### config.mk
export PLATFORM = sky130hd
export DESIGN_NAME = pixel_sequencer
export DESIGN_NICKNAME = d
export VERILOG_FILES = /design/src/rtl/pixel_sequencer.sv
export SDC_FILE = /design/constraint.sdc
export NUM_CORES = 1
export LEC_CHECK = 0
export CAP_MARGIN = 5
export CORE_UTILIZATION = 51
export CTS_CLUSTER_SIZE = 12
export DETAILED_ROUTE_END_ITERATION = 16
export GPL_TIMING_DRIVEN = 0
export PLACE_DENSITY_LB_ADDON = 0.05
export SLEW_MARGIN = 5
export SYNTH_ARGS = -nofsm -noshare
export SYNTH_HDL_FRONTEND = slang
export SYNTH_SLANG_ARGS = --single-unit
### constraint.sdc
create_clock -name clk -period 4 [get_ports clk]
set_input_delay 0.8 -clock clk [delete_from_list [all_inputs] [get_ports clk]]
set_output_delay 0.8 -clock clk [all_outputs]
set_load 0.03 [all_outputs]
### src/rtl/pixel_sequencer.sv
`default_nettype none
// ============================================================================
// Module      : pixel_sequencer
// Description : Per-pixel sequencer between the UART receiver, the colour
//               transform core and the UART transmitter. Assembles R/G/B
//               bytes into a pixel, launches the core with the latched mode,
//               returns the three result bytes to the transmitter, counts
//               pixels per frame and reports rx errors, timeouts and drops.
//               Optional inter-byte timeout: define PIXSEQ_TIMEOUT_EN.
// Revision    : 1.0 - initial release
// ============================================================================
module pixel_sequencer #(
    parameter int PIX_CNT_W   = 16,
    parameter int TIMEOUT_CYC = 1024
) (
    input  logic                 clk,
    input  logic                 rst,
    input  logic [7:0]           rx_data,
    input  logic                 data_ready,
    input  logic                 rx_error,
    input  logic [1:0]           mode,
    input  logic [PIX_CNT_W-1:0] frame_len,
    input  logic                 core_done,
    input  logic [7:0]           core_r,
    input  logic [7:0]           core_g,
    input  logic [7:0]           core_b,
    input  logic                 tx_busy,
    output logic [7:0]           pix_r,
    output logic [7:0]           pix_g,
    output logic [7:0]           pix_b,
    output logic [1:0]           core_mode,
    output logic                 core_start,
    output logic [7:0]           tx_data,
    output logic                 tx_start,
    output logic [PIX_CNT_W-1:0] pixel_count,
    output logic                 frame_done,
    output logic                 err,
    output logic [1:0]           err_code
);

    // Sequencer states; each TX state is followed by a one-cycle guard state
    // covering the gap before the transmitter raises tx_busy.
    localparam logic [3:0] c_ST_IDLE      = 4'd0;
    localparam logic [3:0] c_ST_GET_G     = 4'd1;
    localparam logic [3:0] c_ST_GET_B     = 4'd2;
    localparam logic [3:0] c_ST_START     = 4'd3;
    localparam logic [3:0] c_ST_WAIT_CORE = 4'd4;
    localparam logic [3:0] c_ST_TX_R      = 4'd5;
    localparam logic [3:0] c_ST_TX_R_GRD  = 4'd6;
    localparam logic [3:0] c_ST_TX_G      = 4'd7;
    localparam logic [3:0] c_ST_TX_G_GRD  = 4'd8;
    localparam logic [3:0] c_ST_TX_B      = 4'd9;
    localparam logic [3:0] c_ST_TX_B_GRD  = 4'd10;

    localparam logic [1:0] c_ERR_RX      = 2'd1;
    localparam logic [1:0] c_ERR_TIMEOUT = 2'd2;
    localparam logic [1:0] c_ERR_DROP    = 2'd3;

    // Reject out-of-range timeout settings at elaboration.
    generate
        if (TIMEOUT_CYC < 2 || TIMEOUT_CYC > 65535) begin : g_bad_timeout
            $error("pixel_sequencer: TIMEOUT_CYC must be within 2..65535");
        end
    endgenerate

    logic [3:0]           r_state;
    logic [7:0]           r_res_r;
    logic [7:0]           r_res_g;
    logic [7:0]           r_res_b;
    logic [PIX_CNT_W-1:0] r_frame_len;

    logic                 w_capture_state;
    logic                 w_get_state;
    logic                 w_rx_err;
    logic                 w_drop;
    logic                 w_timeout;
    logic [PIX_CNT_W-1:0] w_pix_inc;

    assign w_get_state     = (r_state == c_ST_GET_G) || (r_state == c_ST_GET_B);
    assign w_capture_state = (r_state == c_ST_IDLE) || w_get_state;
    assign w_rx_err        = data_ready && rx_error && w_capture_state;
    assign w_drop          = data_ready && !w_capture_state;
    assign w_pix_inc       = pixel_count + PIX_CNT_W'(1);

`ifdef PIXSEQ_TIMEOUT_EN
    // Counter value k means k full idle cycles have elapsed since the last
    // byte; expiry fires when the next increment would reach TIMEOUT_CYC-1.
    localparam logic [15:0] c_TO_LAST = 16'(TIMEOUT_CYC - 2);

    logic [15:0] r_to_cnt;

    assign w_timeout = w_get_state && !data_ready && (r_to_cnt == c_TO_LAST);

    // Inter-byte idle counter, restarted by every received byte.
    always_ff @(posedge clk or posedge rst) begin
        if (rst) begin
            r_to_cnt <= 16'd0;
        end else if (data_ready || !w_get_state) begin
            r_to_cnt <= 16'd0;
        end else begin
            r_to_cnt <= r_to_cnt + 16'd1;
        end
    end
`else
    assign w_timeout = 1'b0;
`endif

    // Main sequencer: state, captured pixel, results, counters and pulses.
    always_ff @(posedge clk or posedge rst) begin
        if (rst) begin
            r_state     <= c_ST_IDLE;
            r_res_r     <= 8'd0;
            r_res_g     <= 8'd0;
            r_res_b     <= 8'd0;
            r_frame_len <= '0;
            pix_r       <= 8'd0;
            pix_g       <= 8'd0;
            pix_b       <= 8'd0;
            core_mode   <= 2'd0;
            core_start  <= 1'b0;
            tx_data     <= 8'd0;
            tx_start    <= 1'b0;
            pixel_count <= '0;
            frame_done  <= 1'b0;
            err         <= 1'b0;
            err_code    <= 2'd0;
        end else begin
            core_start <= 1'b0;
            tx_start   <= 1'b0;
            frame_done <= 1'b0;
            err        <= 1'b0;
            err_code   <= 2'd0;

            // Single error pulse per cycle, rx_error outranking timeout and drop.
            if (w_rx_err) begin
                err      <= 1'b1;
                err_code <= c_ERR_RX;
            end else if (w_timeout) begin
                err      <= 1'b1;
                err_code <= c_ERR_TIMEOUT;
            end else if (w_drop) begin
                err      <= 1'b1;
                err_code <= c_ERR_DROP;
            end

            case (r_state)
                c_ST_IDLE: begin
                    if (data_ready && !rx_error) begin
                        pix_r   <= rx_data;
                        r_state <= c_ST_GET_G;
                    end
                end

                c_ST_GET_G: begin
                    if (data_ready) begin
                        if (rx_error) begin
                            r_state <= c_ST_IDLE;
                        end else begin
                            pix_g   <= rx_data;
                            r_state <= c_ST_GET_B;
                        end
                    end else if (w_timeout) begin
                        r_state <= c_ST_IDLE;
                    end
                end

                c_ST_GET_B: begin
                    if (data_ready) begin
                        if (rx_error) begin
                            r_state <= c_ST_IDLE;
                        end else begin
                            // Decide here so core_start and core_mode are
                            // already registered during the START cycle.
                            pix_b      <= rx_data;
                            core_mode  <= mode;
                            core_start <= (mode != 2'd0);
                            if (pixel_count == '0) begin
                                r_frame_len <= frame_len;
                            end
                            r_state <= c_ST_START;
                        end
                    end else if (w_timeout) begin
                        r_state <= c_ST_IDLE;
                    end
                end

                c_ST_START: begin
                    if (core_mode != 2'd0) begin
                        r_state <= c_ST_WAIT_CORE;
                    end else begin
                        r_res_r <= pix_r;
                        r_res_g <= pix_g;
                        r_res_b <= pix_b;
                        r_state <= c_ST_TX_R;
                    end
                end

                c_ST_WAIT_CORE: begin
                    if (core_done) begin
                        r_res_r <= core_r;
                        r_res_g <= core_g;
                        r_res_b <= core_b;
                        r_state <= c_ST_TX_R;
                    end
                end

                c_ST_TX_R: begin
                    if (!tx_busy) begin
                        tx_data  <= r_res_r;
                        tx_start <= 1'b1;
                        r_state  <= c_ST_TX_R_GRD;
                    end
                end

                c_ST_TX_R_GRD: r_state <= c_ST_TX_G;

                c_ST_TX_G: begin
                    if (!tx_busy) begin
                        tx_data  <= r_res_g;
                        tx_start <= 1'b1;
                        r_state  <= c_ST_TX_G_GRD;
                    end
                end

                c_ST_TX_G_GRD: r_state <= c_ST_TX_B;

                c_ST_TX_B: begin
                    if (!tx_busy) begin
                        tx_data  <= r_res_b;
                        tx_start <= 1'b1;
                        r_state  <= c_ST_TX_B_GRD;
                        if ((r_frame_len != '0) && (w_pix_inc == r_frame_len)) begin
                            pixel_count <= '0;
                            frame_done  <= 1'b1;
                        end else begin
                            pixel_count <= w_pix_inc;
                        end
                    end
                end

                c_ST_TX_B_GRD: r_state <= c_ST_IDLE;

                default: r_state <= c_ST_IDLE;
            endcase
        end
    end

endmodule
`default_nettype wire

-- Word level (Yosys, flattened, before mapping)
Index checks and enable logic that the tools add are counted.
- register bits after elaboration: 100
- word-level logic and storage cells: 99
- output and inout bits: 56
- equal/unequal tests: 18
- reduce and logical (&&, ||, !) cells: 25
- mux-type cells: 37
- add/subtract/negate cells: 1
- bitwise operators: 2
- operator list (operator ; number):
    $mux W8 ; 9
    $pmux W8 S2 ; 3
    $pmux W4 S10 ; 1
    $mux W4 ; 7
    $pmux W8 S3 ; 1
    $add A16 B1 Y16 const B ; 1
    $eq A16 B16 Y1 ; 1
    $eq A4 B3 Y1 const B ; 4
    $logic_not A16 Y1 ; 1
    $mux W16 ; 1
    $reduce_bool A16 Y1 ; 1
    $ne A2 B2 Y1 const B ; 7
    $mux W1 ; 11
    $reduce_and A3 Y1 ; 3
    $eq A4 B2 Y1 const B ; 2
    $eq A4 B4 Y1 const B ; 2
    $mux W2 ; 4
    $reduce_and A4 Y1 ; 2
    $reduce_and A7 Y1 ; 1
    $reduce_bool A2 Y1 ; 3
    $logic_and A1 B1 Y1 ; 5
    $eq A4 B1 Y1 const B ; 1
    $logic_not A4 Y1 ; 1
    $reduce_and A2 Y1 ; 2
    other kinds (6) ; 9

-- Depth between registers and ports, before layout
Gate-level depths: netlist of run 1.
- word-level depth: 7
- gate-level depth with buffers: 12
- depth with buffers taken out: 9

-- Worst setup path before layout of run 1
OpenSTA, ideal clock, no wires.
- path kind: register to register
- start point: reg pixel_count[0]
- end point: reg pixel_count[6]
- path buffers: 2
- setup slack: 1085 ps
- stages on the path, launching flop included: 12
- data arrival time: 2797 ps
- required time: 3882 ps
- path through: dfrtp_1 > ha_1 > nand3_1 > or3_1 > mux2i_1 > a21oi_1 > or4_1 > nor4b_2 > buf_4 > buf_8 > a21oi_2 > a21o_1
- longest elaborated chain between the ends: 4
- RTL lines (element ; line ; text):
    from (decl) ; 35 ; output logic [PIX_CNT_W-1:0] pixel_count,
    from (signal assigned) ; 236 ; pixel_count <= w_pix_inc;
    $add A16 B1 Y16 (*) ; 83 ; assign w_pix_inc = pixel_count + PIX_CNT_W'(1);
    $eq A16 B16 Y1 ; 232 ; if ((r_frame_len != '0) && (w_pix_inc == r_frame_len)) begin
    $logic_and A1 B1 Y1 ; 232 ;
    $mux W16 (*) ; 232 ;
Mark *: on every way between the ends. The rest lies on a longest branch, timed or not.
A chain may end at the register's enable or synchronous reset.

-- Worst setup path after layout of run 1
- start point: reg pixel_count[0]
- end point: reg pixel_count[11]
The elaborated chain is that of the path after synthesis.

==> metrics.txt, run 1 <==
pin count of the biggest net entering global routing=62; largest clock skew in the final design=around 12 ps; clock sink count=99; area of the die=10100 um^2; routed wire length=12.4 mm; peak fanout along the critical path=10; CTS Hold Buffers Added=0; placer congestion estimate=about 0.85; Post-synth EDFFs=0; standard cell core area=9330 um^2; mean instance size in the synthesized netlist=10.5 um^2; adder-cell share of the synthesized area=0.505%; Main synth FF type=sky130_fd_sc_hd__dfrtp_1; power after layout=0.00395 W; maximum clock insertion buffer count=2; number of top-level design ports=112; number of distinct standard cells referenced by the synthesized netlist=49; final net count=roughly 650; P&R area growth vs syn=30.5%; area of all placed cells without fillers=roughly 6500 um^2; main combinational cell family by area after synthesis=multiplexers; PwrDens=612 nW/um^2; depth of the worst hold-timing path=2; most used standard cells in the synthesized netlist=sky130_fd_sc_hd__dfrtp_1 (99), sky130_fd_sc_hd__nand2_1 (57), sky130_fd_sc_hd__o21ai_0 (47); Warnings, synthesis=0; total number of placement rows=35; highest achievable clock rate=between 0.3 and 0.4 GHz; Avg WL per Cell=around 17 um; number of cells in the finished layout apart from fillers=727; total nets after synthesis=528; placed cell count=711; Antenna Cells=0; CTS buffer count=9; Crit Path Class=flip-flop to flip-flop; Final min period=3180 ps; starting utilization of the core area=53.1%; Post-DP Area=6260 um^2; Seq/Total Area, Yosys=50.0%; mux share of post-synthesis cell area=around 15%; compound-cell area share of the yosys netlist=12.5%; Die X-Extent=~100 um; class of the tightest hold or removal check=flip-flop to flip-flop; number of antenna violations at the first check in global routing=0; maximum level of the CTS H-tree=3; vias in the first global route=between 4k and 5k; status=complete, no violations; chip height=101 um; HPWL reported at the end of detailed placement=9.28 mm; DRC violation total after the first TritonRoute iteration=165; wire length of the first global-routing pass=20.5 mm; kind of start point of the critical path=flip-flop; max-slew violations=0; WHS Endpoint=r_res_r[3]; hold violation count in the final report=0; normalized max-slew margin=19.8%; Port Buffers=111; most frequent cell after synthesis=sky130_fd_sc_hd__dfrtp_1; post-synthesis share of cell area spent on xor and xnor gates=3.36%; flops & latches, synth=99; ranking of synthesized cells by area=sky130_fd_sc_hd__dfrtp_1 (50%), sky130_fd_sc_hd__mux2_2 (9.8%), sky130_fd_sc_hd__mux2i_1 (5.5%), sky130_fd_sc_hd__o21ai_0 (4.7%), sky130_fd_sc_hd__nand2_1 (4.3%); register-to-register setup slack=820 ps; leakage power=2.75 nW; number of setup violations in the final report=0; clock-pin slew of the registers on the worst-case setup and hold paths=around 100 ps; clock latency reported for the late side of the worst-skew pair=390 ps; final antenna-violating net count=0; number of setup buffers added after CTS=0; R2R depth=10; detailed-router iteration count before antenna repair=4; min-delay src=r_res_r[3]; layout cell share with drive strength beyond 1=14.0%; netlist area before placement=4950 um^2; data arrival at the endpoint of the critical path=~3400 ps; post-route fraction of the period consumed by the critical path=79.5%; DRC viols=0; synthesized-area fraction occupied by and/or/nand/nor cells=14.9%; clock tree from TritonCTS=built; Resize count post-CTS=0; Worst-Margin Slew=1190 ps; share of Yosys cell area claimed by the top area cell type=50.0%; Peak supply drop=about 0.42 mV; post-synthesis async set-or-reset flop share=100%; Filler Cells Inserted=784; sum of overflow across all layers after global routing=0; unrepaired setup endpoints after global routing=false; Critical Path RT=4220 ps; overall via count from detail_route=4082; launching point of the worst reg2reg path=pixel_count[0]; MaxCap Viol Count=0; kind of capture point of the worst setup path=flip-flop; number of vias per cell after detailed routing=~5.6; clock root cell=sky130_fd_sc_hd__clkbuf_8; Total Routing Usage GR=roughly a quarter; destination of the worst register-to-register timing path=pixel_count[11]; post-synthesis instance total=470; leading area contributor after synthesis=sky130_fd_sc_hd__dfrtp_1
[area by class of cell]
class                   instances  area [um^2]  share of cell area (%)
plain buffers                  29          143                    2.21
clock buffers                   9          124                    1.92
clock inverters                 7         80.1                    1.24
inverters                       9         36.3                   0.561
multi-input cells             333         2300                    35.6
flip-flops and latches         99         2480                    38.3
well taps                     129          161                    2.50
repair buffers                112         1140                    17.6
[where the power goes]
group	internal [W]	leakage [nW]	switching (W)
Combinational	0.000756	1.40	0.000997
Clock	0.000249	0.0994	0.000414
Sequential	0.00130	1.25	0.000233
[critical path: stages, from the launching register on]
cell and delay [ps]:
sky130_fd_sc_hd__dfrtp_1 510, sky130_fd_sc_hd__ha_1 300, sky130_fd_sc_hd__nand3_1 270, sky130_fd_sc_hd__or3_1 450, sky130_fd_sc_hd__mux2i_1 180, sky130_fd_sc_hd__a21oi_1 80
sky130_fd_sc_hd__or4_1 440, sky130_fd_sc_hd__nor4b_2 260, sky130_fd_sc_hd__buf_4 230, sky130_fd_sc_hd__nand3b_1 140, sky130_fd_sc_hd__o311ai_0 170
[sequential cells by signal, summed over array words and instances (netlist names), 4 cells and up]
signal / count
tx_data: 8
r_state: 4
pix_b: 8
r_res_b: 8
r_res_g: 8
pixel_count: 16
r_res_r: 8
r_frame_len: 16
pix_r: 8
pix_g: 8
[metal layers]
layer / up-vias / track usage, % / share of wire, %
li1: 1930 / - / -
met1: 2022 / 38.8 / 48
met2: 117 / 39.8 / 46
met3: 13 / 4.72 / 5.2
met4: 0 / 8.58 / 1.4
met5: - / 0 / 0
[cells in the final DEF, fill, tap and decap left out, types with 3 or more instances in the layout]
master / count
sky130_fd_sc_hd__a21o_1: 9
sky130_fd_sc_hd__dfrtp_1: 99
sky130_fd_sc_hd__o21ai_0: 47
sky130_fd_sc_hd__a21oi_2: 5
sky130_fd_sc_hd__nand4_1: 6
sky130_fd_sc_hd__nor4_1: 11
sky130_fd_sc_hd__o311ai_0: 3
sky130_fd_sc_hd__a21oi_1: 15
sky130_fd_sc_hd__or3_1: 10
sky130_fd_sc_hd__clkbuf_1: 17
sky130_fd_sc_hd__a22o_1: 8
sky130_fd_sc_hd__inv_1: 8
sky130_fd_sc_hd__mux2i_1: 27
sky130_fd_sc_hd__buf_4: 4
sky130_fd_sc_hd__nor2_1: 14
sky130_fd_sc_hd__mux2_2: 43
sky130_fd_sc_hd__nand2_1: 57
sky130_fd_sc_hd__and2_1: 3
sky130_fd_sc_hd__nand2b_1: 6
sky130_fd_sc_hd__xnor2_1: 16
sky130_fd_sc_hd__nor3b_1: 3
sky130_fd_sc_hd__xor2_1: 3
sky130_fd_sc_hd__buf_2: 6
sky130_fd_sc_hd__nand3_1: 7
sky130_fd_sc_hd__o2bb2ai_1: 3
sky130_fd_sc_hd__nor2b_1: 4
sky130_fd_sc_hd__clkbuf_8: 9
sky130_fd_sc_hd__nor3_1: 4
sky130_fd_sc_hd__clkdlybuf4s50_1: 111
sky130_fd_sc_hd__nand3b_1: 5
[cells by family after synthesis]
logic type                 Yosys count
muxes                               70
DFF                                 99
and+or+nand+nor                    143
AOI/OAI and AO/OA                   99
adders and majority gates            2
buffers and inverters               38
xor gates and xnor gates            19
[worst max-delay path by stage]
stage | start | endpoint | depth (start not counted)
floorplan | rst | core_mode[0] | 1
global placement | rst | err | 2
detailed placement | rx_error | r_frame_len[4] | 7
CTS | pixel_count[0] | pixel_count[11] | 10
global route | pixel_count[0] | pixel_count[11] | 10
finish | pixel_count[0] | pixel_count[11] | 10
[through the flow]
step                      hold slack [ps]  setup WS (ps)  utilization (%)  setup TNS (ps)
after global placement                462           -805             66.7          -79230
after detailed placement              471            731             67.1               0
final                                 488            821             69.3               0
after floorplan                       450            610                -               0
after global routing                  505            567             69.3               0
after CTS                             494            819             69.3               0
Note: power is estimated with default switching activity, not from simulation.
==> run 2, diff against run 1 <==
==> constraint.sdc (replaced) <==
create_clock -name clk -period 2.96 [get_ports clk]
set_input_delay 0.592 -clock clk [delete_from_list [all_inputs] [get_ports clk]]
set_output_delay 0.592 -clock clk [all_outputs]
set_load 0.03 [all_outputs]
==> metrics.txt, run 2 (synthesized netlist as in run 1, its figures left out) <==
status=complete, no violations; maximum level of the CTS H-tree=3; CTS buffer count=9; Avg WL per Cell=16.6 um; standard cell core area=9330 um^2; kind of start point of the critical path=flip-flop; max-slew violations=0; worst-path cell with the longest stage delay=sky130_fd_sc_hd__or4b_1; area of the die=between 10000 and 15000 um^2; Largest regs=pixel_count (16), r_frame_len (16); Final Hold Slack=492 ps; most common library cell in the layout ignoring fill and taps=sky130_fd_sc_hd__clkdlybuf4s50_1; Crit Path Class=flip-flop to flip-flop; PwrDens=approximately 800 nW/um^2; starting utilization of the core area=53.1%; total number of placement rows=35; worst-path cell chain=buf_2 -> nand3_2 -> or3_1 -> buf_2 -> or4b_1 -> o211ai_2 -> a21oi_1 -> nor4b_4 -> buf_2 -> o21ai_0 -> o2bb2ai_1; Worst-Margin Slew=~790 ps; metal2 WL=6.26 mm; Highest Signal Layer=met4; number of setup violations in the final report=0; layout cell share with drive strength beyond 1=17.0%; Total Negative Setup Slacks=0 ps; normalized max-slew margin=47.0%; data arrival at the endpoint of the critical path=around 3100 ps; number of antenna violations at the first check in global routing=0; Worst Path Buf+Inv=3; final net count=between 600 and 700; Filler Cells Inserted=747; peak fanout along the critical path=8; largest delay contributor family on the critical path=simple AND/OR/NAND/NOR gates; pin count of the biggest net entering global routing=29; overall via count from detail_route=around 4.0k; power after layout=0.00535 W; origin of the worst setup path=pixel_count[5]; launching point of the worst reg2reg path=pixel_count[5]; routed wire length=12.2 mm; kind of capture point of the worst setup path=flip-flop; class of the tightest hold or removal check=flip-flop to flip-flop; clock sink count=between 90 and 100; commonest cells after routing, fill and taps aside=sky130_fd_sc_hd__clkdlybuf4s50_1 (111), sky130_fd_sc_hd__dfrtp_1 (98), sky130_fd_sc_hd__nand2_1 (57); clock-pin slew of the registers on the worst-case setup and hold paths=110 ps; maximum clock insertion buffer count=2; sum of overflow across all layers after global routing=0; Final Util=between 70 and 80%; clock tree from TritonCTS=built; post-route fraction of the period consumed by the critical path=96.7%; Total Routing Usage GR=about a quarter; largest clock skew in the final design=approximately 9 ps; placer congestion estimate=about 0.97; Die X-Extent=101 um; Port Buffers=between 100 and 150; DRC violation total after the first TritonRoute iteration=around 150; total area of multi-input combinational cells=2370 um^2; leakage power=approximately 2.8 nW; Place WS=-240 ps; highest achievable clock rate=0.349 GHz; final antenna-violating net count=0; chip height=just over 100 um; DRC viols=0; number of top-level design ports=112; clock root cell=sky130_fd_sc_hd__clkbuf_8; flip-flop and latch area=2480 um^2; worst setup slack after layout=between 90 and 100 ps; detailed-router iteration count before antenna repair=6; number of vias per cell after detailed routing=5.51; most repeated library cell on the critical path=sky130_fd_sc_hd__buf_2; Critical Path RT=~3200 ps; Peak supply drop=0.603 mV; P&R area growth vs syn=34.1%; worst stage delay on the critical path=490 ps; metal3 WL=610 um; min-delay src=r_res_r[2]; HPWL reported at the end of detailed placement=9.09 mm; hold violation count in the final report=0; register-to-register setup slack=roughly 97 ps; clock latency reported for the late side of the worst-skew pair=370 ps; vias in the first global route=4028; length of routed wiring on met1=5.08 mm; wire length of the first global-routing pass=19.6 mm; MaxCap Viol Count=0; Antenna Cells=0; Final min period=2860 ps
[run 2: path summary, 6_finish.rpt]
check,end,cells after the start
max in group asynchronous,r_res_b[1],4
worst max-delay path,pixel_count[2],11
worst max register to register,pixel_count[2],11
worst min register to register,r_res_r[2],2
min in group asynchronous,pix_g[7],2
worst min-delay path,r_res_r[2],2
[run 2: worst min-delay path, delay by kind of cell (launching register included)]
kind,cells,cell delay [ps]
AOI/OAI and AO/OA,1,60
DFF,1,360
and+or+nand+nor,1,40
[run 2: what timing repair did]
| action | CTS | global route |
|---|---|---|
| gates cloned | 0 | 2 |
| setup buffers | 4 | 0 |
| resized for setup | 3 | 18 |
| pin swaps | 0 | 4 |
| endpoints found under the hold margin | 0 | 0 |
| setup endpoints to repair | 17 | 34 |
| hold buffers | 0 | 0 |
[run 2: stage by stage]
step / area [um^2] / cells
4_1_cts: 6530 / 733
6_report: 6640 / 735
3_5_place_dp: 6290 / 713
3_3_place_gp: 6230 / 710
5_1_grt: 6640 / 735
2_1_floorplan: 4960 / 470
[run 2: layout make-up]
cell class,instances,area share [%]
plain buffers,29,2.37
clock inverters,6,0.961
clock buffers,10,2.07
multi-input cells,333,35.7
inverters,9,0.565
repair buffers,120,18.5
well taps,129,2.43
flip-flops and latches,99,37.3
[run 2: metal layers]
metal,global-route usage [%],vias up
met5,0,-
met3,5.48,18
met4,9.59,0
met2,44.3,128
li1,-,1950
met1,30.1,1952
[run 2: where the power goes]
part / internal, W / switching, W / leakage, nW
Sequential: 0.00177 / 0.000298 / 1.25
Combinational: 0.00107 / 0.00134 / 1.46
Clock: 0.000354 / 0.000526 / 0.100
==> run 3, diff against run 2 <==
--- a/config.mk
+++ b/config.mk
@@ -6,6 +6,7 @@
 export NUM_CORES = 1
 export LEC_CHECK = 0
 export CAP_MARGIN = 5
+export CORE_ASPECT_RATIO = 0.9
 export CORE_UTILIZATION = 51
 export CTS_CLUSTER_SIZE = 12
 export DETAILED_ROUTE_END_ITERATION = 16
==> metrics.txt, run 3 (synthesized netlist as in run 1, its figures left out) <==
clock-pin slew of the registers on the worst-case setup and hold paths=100 ps; Antenna Cells=0; clock sink count=99; placed cell count=707; layout cell share with drive strength beyond 1=16.7%; commonest cells after routing, fill and taps aside=sky130_fd_sc_hd__clkdlybuf4s50_1 (111), sky130_fd_sc_hd__dfrtp_1 (96), sky130_fd_sc_hd__nand2_1 (57); worst-path cell chain=ha_4 -> nand3_2 -> or2_2 -> nand3b_1 -> nand4_1 -> or4_4 -> nor4b_4 -> buf_6 -> buf_12 -> nand3b_1 -> o21ai_1; area of the die=10100 um^2; Worst Path Buf+Inv=2; Avg WL per Cell=17.8 um; starting utilization of the core area=53.3%; number of cells in the finished layout apart from fillers=approximately 730; clock root cell=sky130_fd_sc_hd__clkbuf_8; maximum level of the CTS H-tree=3; highest achievable clock rate=0.352 GHz; class of the tightest hold or removal check=flip-flop to flip-flop; launching point of the worst reg2reg path=pixel_count[0]; Net Sw Frac=approximately two fifths; internal power of the cells=0.00318 W; kind of start point of the critical path=flip-flop; register-to-register setup slack=120 ps; data arrival at the endpoint of the critical path=3090 ps; depth of the worst hold-timing path=2; worst-path cell with the longest stage delay=sky130_fd_sc_hd__or4_4; number of vias per cell after detailed routing=5.67; proportion of power drawn by flip-flops and latches=around two fifths; Largest regs=pixel_count (16), r_frame_len (16); Post-DP Area=6280 um^2; Peak supply drop=0.663 mV; R2R depth=11; area of all placed cells without fillers=6600 um^2; number of top-level design ports=around 110; Port Buffers=111; clock tree from TritonCTS=built; number of antenna violations at the first check in global routing=0; post-route fraction of the period consumed by the critical path=96.0%; net switching power figure=0.00220 W; peak fanout along the critical path=10; pin count of the biggest net entering global routing=39; Final min period=2840 ps; placer congestion estimate=0.931; status=complete, no violations; CTS Hold Buffers Added=0; maximum clock insertion buffer count=2; leakage power=2.81 nW; Die X-Extent=between 100 and 150 um; final net count=659; HPWL reported at the end of detailed placement=9.52 mm; max-slew violations=0; WHS Endpoint=r_res_r[4]; DRC violation total after the first TritonRoute iteration=approximately 270; most common library cell in the layout ignoring fill and taps=sky130_fd_sc_hd__clkdlybuf4s50_1; Critical Path RT=about 3200 ps; overall via count from detail_route=roughly 4.1k; share of total power in combinational logic=45.8%; PwrDens=815 nW/um^2; vias in the first global route=4042; MaxCap Viol Count=0; sum of overflow across all layers after global routing=0; hold violation count in the final report=0; routed wire length=12.9 mm; Filler Cells Inserted=735; destination of the worst register-to-register timing path=pixel_count[1]; final antenna-violating net count=0; normalized max-slew margin=38.7%; Total Routing Usage GR=27.1%; number of setup violations in the final report=0; P&R area growth vs syn=33.3%; most repeated library cell on the critical path=sky130_fd_sc_hd__nand3b_1; detailed-router iteration count before antenna repair=5; chip height=95.5 um; Crit Path Class=flip-flop to flip-flop; CTS buffer count=9; DRC viols=0; largest clock skew in the final design=approximately 7.4 ps; wire length of the first global-routing pass=20.7 mm; largest delay contributor family on the critical path=simple AND/OR/NAND/NOR gates; worst stage delay on the critical path=570 ps; clock network fraction of design power=15.9%; total number of placement rows=33; clock latency reported for the late side of the worst-skew pair=370 ps; Worst-Margin Slew=919 ps; standard cell core area=9290 um^2; min-delay src=r_res_r[4]; kind of capture point of the worst setup path=flip-flop
run 3: area by class of cell:
cell class	count	area [um^2]	share of cell area [%]
Buffer	29	178	2.69
Timing Repair Buffer	120	1200	18.2
Clock buffer	10	138	2.08
Clock inverter	6	56.3	0.853
Tap cell	122	153	2.31
Inverter	9	37.5	0.568
Sequential cell	99	2480	37.6
Multi-Input combinational cell	333	2360	35.7
run 3: timing repair:
| action | CTS | global route |
|---|---|---|
| endpoints found under the setup margin | 17 | 17 |
| pin swaps | 0 | 2 |
| setup buffers | 2 | 2 |
| endpoints found under the hold margin | 0 | 0 |
| gates cloned | 0 | 1 |
| gates resized for setup | 4 | 22 |
run 3: worst max path at each step:
stage / to / start / cells past startpoint
floorplan: pixel_count[6] / pixel_count[0] / 11
global placement: pix_r[4] / rx_error / 4
detailed placement: pixel_count[1] / pixel_count[0] / 11
CTS: pixel_count[1] / pixel_count[1] / 11
global route: pixel_count[10] / pixel_count[0] / 10
finish: pixel_count[1] / pixel_count[0] / 11
run 3: tightest hold or removal path: cells and delay by family, from the launching register on:
family,cells,cell delay [ps]
compound gates,1,60
flops,1,350
simple gates,1,50
run 3: power groups by stage:
stage               logic [W]  clock network (W)  registers, W
finish                0.00247           0.000853       0.00206
global route          0.00264           0.000919       0.00212
CTS                   0.00244           0.000871       0.00206
detailed placement    0.00240                  0       0.00209
global placement      0.00233                  0       0.00207
floorplan            0.000974                  0       0.00252
run 3: stage by stage:
step | utilization (%) | hold slack, ps | TNS, ps | total power (W) | worst slack [ps]
3_3_place_gp | 67.0 | 462 | -3880 | 0.00440 | -277
4_1_cts | 70.0 | 494 | 0 | 0.00537 | 0.378
2_1_floorplan | - | 450 | 0 | 0.00350 | 44.5
3_5_place_dp | 67.6 | 471 | -2340 | 0.00449 | -197
5_1_grt | 71.1 | 514 | -54.6 | 0.00568 | -25.1
6_report | 71.1 | 489 | 0 | 0.00538 | 118
run 3: per-layer routing:
| layer | global-route usage, % | up-vias | part of all wire (%) |
|---|---|---|---|
| met5 | 0 | - | 0 |
| met4 | 7.41 | 0 | 0.94 |
| met3 | 6.56 | 9 | 7.7 |
| met2 | 40.4 | 158 | 45 |
| met1 | 39.5 | 2015 | 47 |
| li1 | - | 1944 | - |
